**src/rtl/cordic_pkg.sv**
```systemverilog
// ---------------------------------------------------------------------------
// cordic_pkg
//
// Shared constants and types for the CORDIC datapath and its fixed-point to
// float converter.
//
// Contents:
//   FIX_W       width of the CORDIC fixed-point result
//   FLT_W       width of an IEEE-754 single-precision word
//   FLT_BIAS    single-precision exponent bias
//   FLT_MANT_W  stored mantissa width (hidden bit excluded)
//   FLT_EXP_W   biased exponent width
//   float32_t   packed {sign, exp, mant} view of a single-precision word
//   pack_float  assembles a non-negative float32_t, forcing +0.0 for zero
// ---------------------------------------------------------------------------
package cordic_pkg;

    localparam int FIX_W      = 32;
    localparam int FLT_W      = 32;
    localparam int FLT_BIAS   = 127;
    localparam int FLT_MANT_W = 23;
    localparam int FLT_EXP_W  = 8;

    typedef struct packed {
        logic                  sign;
        logic [FLT_EXP_W-1:0]  exp;
        logic [FLT_MANT_W-1:0] mant;
    } float32_t;

    // The converter only ever produces non-negative values, so the sign is
    // tied low; a zero input collapses to all-zero bits (no negative zero).
    function automatic float32_t pack_float(
        input logic                  zero,
        input logic [FLT_EXP_W-1:0]  exp,
        input logic [FLT_MANT_W-1:0] mant
    );
        float32_t f;
        f.sign = 1'b0;
        f.exp  = exp;
        f.mant = mant;
        if (zero) begin
            f = '0;
        end
        return f;
    endfunction

endpackage

```
**src/rtl/fix2float_lzc32.sv**
```systemverilog
// ---------------------------------------------------------------------------
// lzc32
//
// Combinational 32-bit leading-zero counter.
//
// Ports:
//   data   in   32  value to scan
//   count  out   6  number of leading zeros, 0..32 (32 for an all-zero input)
// ---------------------------------------------------------------------------
module lzc32 (
    input  logic [31:0] data,
    output logic [5:0]  count
);

    // Scan from the LSB upward so the highest set bit is the last to write.
    always_comb begin
        count = 6'd32;
        for (int i = 0; i < 32; i++) begin
            if (data[i]) begin
                count = 6'(31 - i);
            end
        end
    end

endmodule

```
**src/rtl/fix2float.sv**
```systemverilog
// ---------------------------------------------------------------------------
// fix2float
//
// Three-stage pipelined converter from the CORDIC unsigned fixed-point result
// (1 integer bit, FRAC_W fractional bits; value = in_data * 2^-FRAC_W) to an
// IEEE-754 single-precision word. One conversion per cycle, valid/ready on
// both sides, whole-pipeline stall when the output is held.
//
// Parameters:
//   FRAC_W     binary-point position in in_data, 0..31
//
// Ports:
//   clk        in    1  rising-edge clock
//   rst_n      in    1  asynchronous active-low reset
//   in_valid   in    1  in_data is valid
//   in_ready   out   1  converter accepts in_data this cycle
//   in_data    in   32  unsigned fixed-point input
//   out_valid  out   1  out_data is valid
//   out_ready  in    1  consumer accepts out_data this cycle
//   out_data   out  32  single-precision result (sign always 0)
//
// Build option:
//   FIX2FLOAT_RNE_EN  defined   -> round to nearest even
//                     undefined -> truncate toward zero
// ---------------------------------------------------------------------------
module fix2float
    import cordic_pkg::*;
#(
    parameter int FRAC_W = 31
) (
    input  logic             clk,
    input  logic             rst_n,
    input  logic             in_valid,
    output logic             in_ready,
    input  logic [FIX_W-1:0] in_data,
    output logic             out_valid,
    input  logic             out_ready,
    output logic [FLT_W-1:0] out_data
);

    // Biased exponent of a value whose MSB sits at bit 31 of the word.
    localparam logic signed [8:0] EXP_OFS = 9'(FLT_BIAS + FIX_W - 1 - FRAC_W);

    logic adv;

    logic             vld_p0;
    logic [FIX_W-1:0] data_p0;
    logic [5:0]       lz_p0;
    logic             zero_p0;

    logic             vld_p1;
    logic [FIX_W-1:0] norm_p1;
    logic signed [8:0] exp_p1;
    logic             zero_p1;

    logic             vld_p2;
    float32_t         res_p2;

    logic [5:0]             lz_c;
    logic [FIX_W-1:0]       norm_c;
    logic signed [8:0]      exp_c;
    logic [FLT_EXP_W-1:0]   exp_r;
    logic [FLT_MANT_W-1:0]  mant_r;
    float32_t               res_c;
    logic                   unused_bits;

`ifdef FIX2FLOAT_RNE_EN
    // Round-to-nearest-even on the 23-bit mantissa. A carry out of the
    // mantissa bumps the exponent; exp never exceeds 158 so it cannot
    // overflow into infinity.
    function automatic logic [FLT_EXP_W+FLT_MANT_W-1:0] round_rne(
        input logic [FLT_EXP_W-1:0]  exp,
        input logic [FLT_MANT_W-1:0] mant,
        input logic                  g,
        input logic                  s
    );
        logic [FLT_EXP_W-1:0]  e;
        logic [FLT_MANT_W-1:0] m;
        logic [FLT_MANT_W:0]   m_inc;
        e     = exp;
        m     = mant;
        m_inc = {1'b0, mant} + {{FLT_MANT_W{1'b0}}, 1'b1};
        if (g && (s || mant[0])) begin
            m = m_inc[FLT_MANT_W-1:0];
            if (m_inc[FLT_MANT_W]) begin
                e = exp + 8'd1;
            end
        end
        return {e, m};
    endfunction
`endif

    // Every stage moves together; a held output freezes the whole pipe.
    assign adv       = !vld_p2 || out_ready;
    assign in_ready  = adv;
    assign out_valid = vld_p2;
    assign out_data  = res_p2;

    // ---- stage 0: capture input, count leading zeros ----
    lzc32 u_lzc (
        .data  (in_data),
        .count (lz_c)
    );

    always_ff @(posedge clk or negedge rst_n) begin
        if (!rst_n) begin
            vld_p0 <= 1'b0;
        end else if (adv) begin
            vld_p0 <= in_valid;
        end
    end

    always_ff @(posedge clk) begin
        if (adv) begin
            data_p0 <= in_data;
            lz_p0   <= lz_c;
            zero_p0 <= (in_data == '0);
        end
    end

    // ---- stage 1: normalise and form the biased exponent ----
    // A shift of 32 (zero input) yields zero, which the zero flag masks anyway.
    assign norm_c = data_p0 << lz_p0;
    assign exp_c  = EXP_OFS - $signed({3'b000, lz_p0});

    always_ff @(posedge clk or negedge rst_n) begin
        if (!rst_n) begin
            vld_p1 <= 1'b0;
        end else if (adv) begin
            vld_p1 <= vld_p0;
        end
    end

    always_ff @(posedge clk) begin
        if (adv) begin
            norm_p1 <= norm_c;
            exp_p1  <= exp_c;
            zero_p1 <= zero_p0;
        end
    end

    // ---- stage 2: round and pack ----
    // exp_p1 lies in 96..158, so bit 8 is always clear and only the low
    // eight bits reach the result.
`ifdef FIX2FLOAT_RNE_EN
    assign {exp_r, mant_r} = round_rne(exp_p1[7:0], norm_p1[30:8],
                                       norm_p1[7], |norm_p1[6:0]);
    assign unused_bits     = exp_p1[8] ^ norm_p1[31];
`else
    assign exp_r       = exp_p1[7:0];
    assign mant_r      = norm_p1[30:8];
    assign unused_bits = ^{exp_p1[8], norm_p1[31], norm_p1[7:0]};
`endif

    assign res_c = pack_float(zero_p1, exp_r, mant_r);

    always_ff @(posedge clk or negedge rst_n) begin
        if (!rst_n) begin
            vld_p2 <= 1'b0;
            res_p2 <= '0;
        end else if (adv) begin
            vld_p2 <= vld_p1;
            // Bubbles leave the last result in place rather than garbage.
            if (vld_p1) begin
                res_p2 <= res_c;
            end
        end
    end

endmodule

```
**config.mk**
```make
export PLATFORM = sky130hd
export DESIGN_NAME = fix2float
export DESIGN_NICKNAME = d
export VERILOG_FILES = /design/src/rtl/cordic_pkg.sv /design/src/rtl/fix2float_lzc32.sv /design/src/rtl/fix2float.sv
export SDC_FILE = /design/constraint.sdc
export NUM_CORES = 1
export LEC_CHECK = 0
export ABC_CLOCK_PERIOD_IN_PS = 8100
export CAP_MARGIN = 0
export CORE_MARGIN = 4
export CORE_UTILIZATION = 40
export DETAILED_ROUTE_END_ITERATION = 16
export GPL_TIMING_DRIVEN = 0
export MAX_ROUTING_LAYER = met4
export SLEW_MARGIN = 20
export SYNTH_ARGS = -nofsm -noshare
export SYNTH_HDL_FRONTEND = slang
export SYNTH_SLANG_ARGS = --single-unit
```
**constraint.sdc**
```tcl
create_clock -name clk -period 8.1 [get_ports clk]
set_clock_uncertainty 0.2 [all_clocks]
set_input_delay 1.62 -clock clk [delete_from_list [all_inputs] [get_ports clk]]
set_output_delay 1.62 -clock clk [all_outputs]
set_load 0.01 [all_outputs]
```
==> flow_summary_export.csv <==
group,metric,value,unit
setup_path,cp_max_fo,45,
timing,fin_crit,5.194,ns
status,run_status,"finished, final reports clean",
floorplan,ios,70,
placed_design,dpl-instance-area,6290,um2
grt,antenna_found_initial,0,
routing,wire_per_inst,16.73,um
placed_design,dp_hpwl,9981,um
synthesis,ys_top_cells_by_count,"edfxtp_1, nand2_1, o21ai_0",
setup_path,crit_required,6.28,ns
setup_path,critPathCapture,"in_ready",
placed_design,port_buffers,67,
floorplan,die_w,123.9,um
layout,multiInputGateArea,2328,um2
grt,grt.met1_usage,0.2204,
setup_path,ff2ff_setup_slack,5.64,ns
clock_tree,cts.sinks,101,
floorplan,die_y,123.9,um
timing,grt_setup_unrepaired,"no",
floorplan,std_cell_rows,42,
timing,setup-violations-final,0,
grt,grt_max_degree,46,
layout,nets,593,
timing,worstMarginPinSlew,0.7084,ns
clock_tree,cts.htree.levels,3,
timing,post-route-period-util,0.6412,
clock_tree,cts_tree,"done",
routing,antenna_left,0,
layout,insertedDiodeCount,0,
synthesis,synth-edff-count,68,
layout,regArea,2868,um2
clock_tree,cts_hold_buf,0,
timing,fmax,192.5,MHz
grt,gr-total-overflow,0,
power,powerDensity,283.4,nW/um2
setup_path,r2r-end,"norm_p1[25]$_SDFFCE_PP0N_",
routing,dr.pass1.iters,4,
grt,grtUsageMet3,0.02589,
placed_design,gp_congestion,0.9021,
synthesis,syn_inst,477,
clock_tree,postCtsSetupRepairBufs,0,
routing,drt_iter0_markers,190,
synthesis,yosysWarnings,0,
layout,drive_above_1_share,0.1192,
synthesis,yosys-top-cells-area,"edfxtp_1, dfrtp_1, mux2i_1",
worst_hold_path,hold_path.class,"reg -> reg",
synthesis,yosysSeqAreaShare,0.5338,
synthesis,synth_top_area_frac,0.3801,
clock_tree,cts_buffers,9,
setup_path,setup.worst_path.start,"out_ready",
floorplan,start_util,0.4073,
timing,setup_tns,0,ns
setup_path,start_kind,"primary input",
synthesis,synth_most_common_cell,"edfxtp_1",
setup_path,arrival,3.37,ns
timing,hold_violations,0,
timing,holdWs,0.2257,ns
synthesis,syn_area,5373,um2
routing,routed_wl,12350,um
floorplan,core,13190,um2
routing,drc,0,
clock_tree,post_cts_resized,0,
grt,grtUsageMet2,0.2957,
synthesis,ys_async_sr_fraction,0.3267,
synthesis,synth-seq-cells,101,
layout,fill_cells,1258,
timing,slew_viol_final,0,
grt,grt_pass1_vias,3946,
power,p_leak,2.541,nW
routing,vias,3912,
setup_path,r2r_cells,6,
setup_path,path_class,"in -> out",
clock_tree,cts_root_buf,"clkbuf_16",
layout,fin_area,6549,um2
synthesis,synth_flop_cell,"edfxtp_1",
layout,synthToLayoutAreaGrowth,21.89,%
grt,grt_use_total,0.1763,
grt,grt_pass1_wl,20400,um
synthesis,syn_area_per_cell,11.26,um2
routing,vias_per_cell,5.301,
setup_path,cp-end-kind,"output pin",
synthesis,ys_types,49,
clock_tree,clockBufferDepth,2,
job,drv_cap,0,
floorplan,dieArea,15350,um2
clock_tree,clkLatencyLatePin,0.34,ns
setup_path,reg2reg_from,"lz_p0[1]$_SDFFCE_PP0N_",
clock_tree,path_clk_slew,0.07,ns
grt,grt-busiest-layer,"met2",
synthesis,netlist.top_cell.by_area,"edfxtp_1",
power,ir_worst_vdd,0.1125,mV
timing,worst_slew_margin_rel,0.5234,
==> cell families after synthesis <==
| kind of cell | after synthesis | share of synthesized area |
|---|---|---|
| simple gates | 161 | 0.1418 |
| flops | 101 | 0.5338 |
| compound gates | 99 | 0.1113 |
| mux | 76 | 0.1775 |
| buf+inv | 39 | 0.03493 |
| other cells | 1 | 0.0006980 |
==> routing by layer <==
layer  share of wire  vias to the layer above  wire length, um
li1                -                     1925                -
met1            0.44                     1868             5470
met2            0.50                      101             6131
met3           0.036                       18              447
met4           0.024                        0              297
met5               0                        -                0
==> through the flow <==
step | cells | power [mW] | utilization | worst slack, ns
final | 738 | 1.856 | 0.4965 | 2.906
after global routing | 738 | 1.981 | 0.4965 | 2.832
after CTS | 738 | 1.877 | 0.4965 | 2.896
after detailed placement | 722 | 1.493 | 0.4769 | 2.912
after global placement | 721 | 1.482 | 0.4751 | 0.9532
after floorplan | 478 | 1.195 | - | 2.841
==> power breakdown <==
part / total (mW) / switching [mW] / leakage [nW] / internal (mW)
Clock: 0.382 / 0.175 / 0.131 / 0.208
Sequential: 0.797 / 0.0716 / 1.12 / 0.725
Combinational: 0.677 / 0.349 / 1.29 / 0.327
Total: 1.86 / 0.596 / 2.54 / 1.26
==> worst min-delay path by stage <==
stage                       from           endpoint  slack [ns]  cells past startpoint
2_1_floorplan  zero_p0$_DFFE_PN_  zero_p1$_DFFE_PN_        0.20                      0
3_3_place_gp   zero_p0$_DFFE_PN_  zero_p1$_DFFE_PN_        0.20                      0
3_5_place_dp   zero_p0$_DFFE_PN_  zero_p1$_DFFE_PN_        0.21                      0
4_1_cts        zero_p0$_DFFE_PN_  zero_p1$_DFFE_PN_        0.23                      0
5_1_grt        zero_p0$_DFFE_PN_  zero_p1$_DFFE_PN_        0.24                      0
6_report       zero_p0$_DFFE_PN_  zero_p1$_DFFE_PN_        0.23                      0
==> layout by cell type, fill, tap and decap left out, drive strengths merged, types with 2 or more instances in the layout <==
cell type      Yosys  final
and2               4      4
a22o               2      2
a221oi             2      2
or4                2      2
nand2b            33     33
o21a               3      3
a22oi              7      7
o221ai             2      2
conb               1      2
mux4              12     12
o21ai             41     41
nand2             58     58
buf               14     16
nand3              2      2
a21oi             20     20
o22ai              5      5
nor3              14     14
mux2i             36     36
o211ai             2      2
inv               12     14
a211oi             3      3
clkdlybuf4s50      0     66
edfxtp            68     68
mux2              28     28
nor2              33     33
nor2b              3      3
clkbuf            12     24
clkinv             0      2
nor4               8      8
dfrtp             33     33
a31oi              4      4
==> worst max-delay path, stage by stage <==
cell and delay (ns):
clkdlybuf4s50_1 0.46, nand2b_4 0.38, buf_12 0.29, clkdlybuf4s50_1 0.59
==> registers in the layout (all words and copies together) (netlist names) <==
signal,count
lz_p0,6
zero_p0,1
vld_p0,1
vld_p1,1
out_valid,1
zero_p1,1
exp_p1,6
data_p0,31
norm_p1,23
out_data,30
==> area by class of cell <==
| cell class | instances | share of cell area |
|---|---|---|
| flip-flops and latches | 101 | 0.4379 |
| inverters | 12 | 0.006878 |
| clock buffers | 12 | 0.03611 |
| plain buffers | 27 | 0.02178 |
| multi-input cells | 338 | 0.3556 |
| clock inverters | 4 | 0.003439 |
| repair buffers | 68 | 0.1047 |
| well taps | 176 | 0.03363 |
No activity file was read; power rests on OpenSTA's default activity.
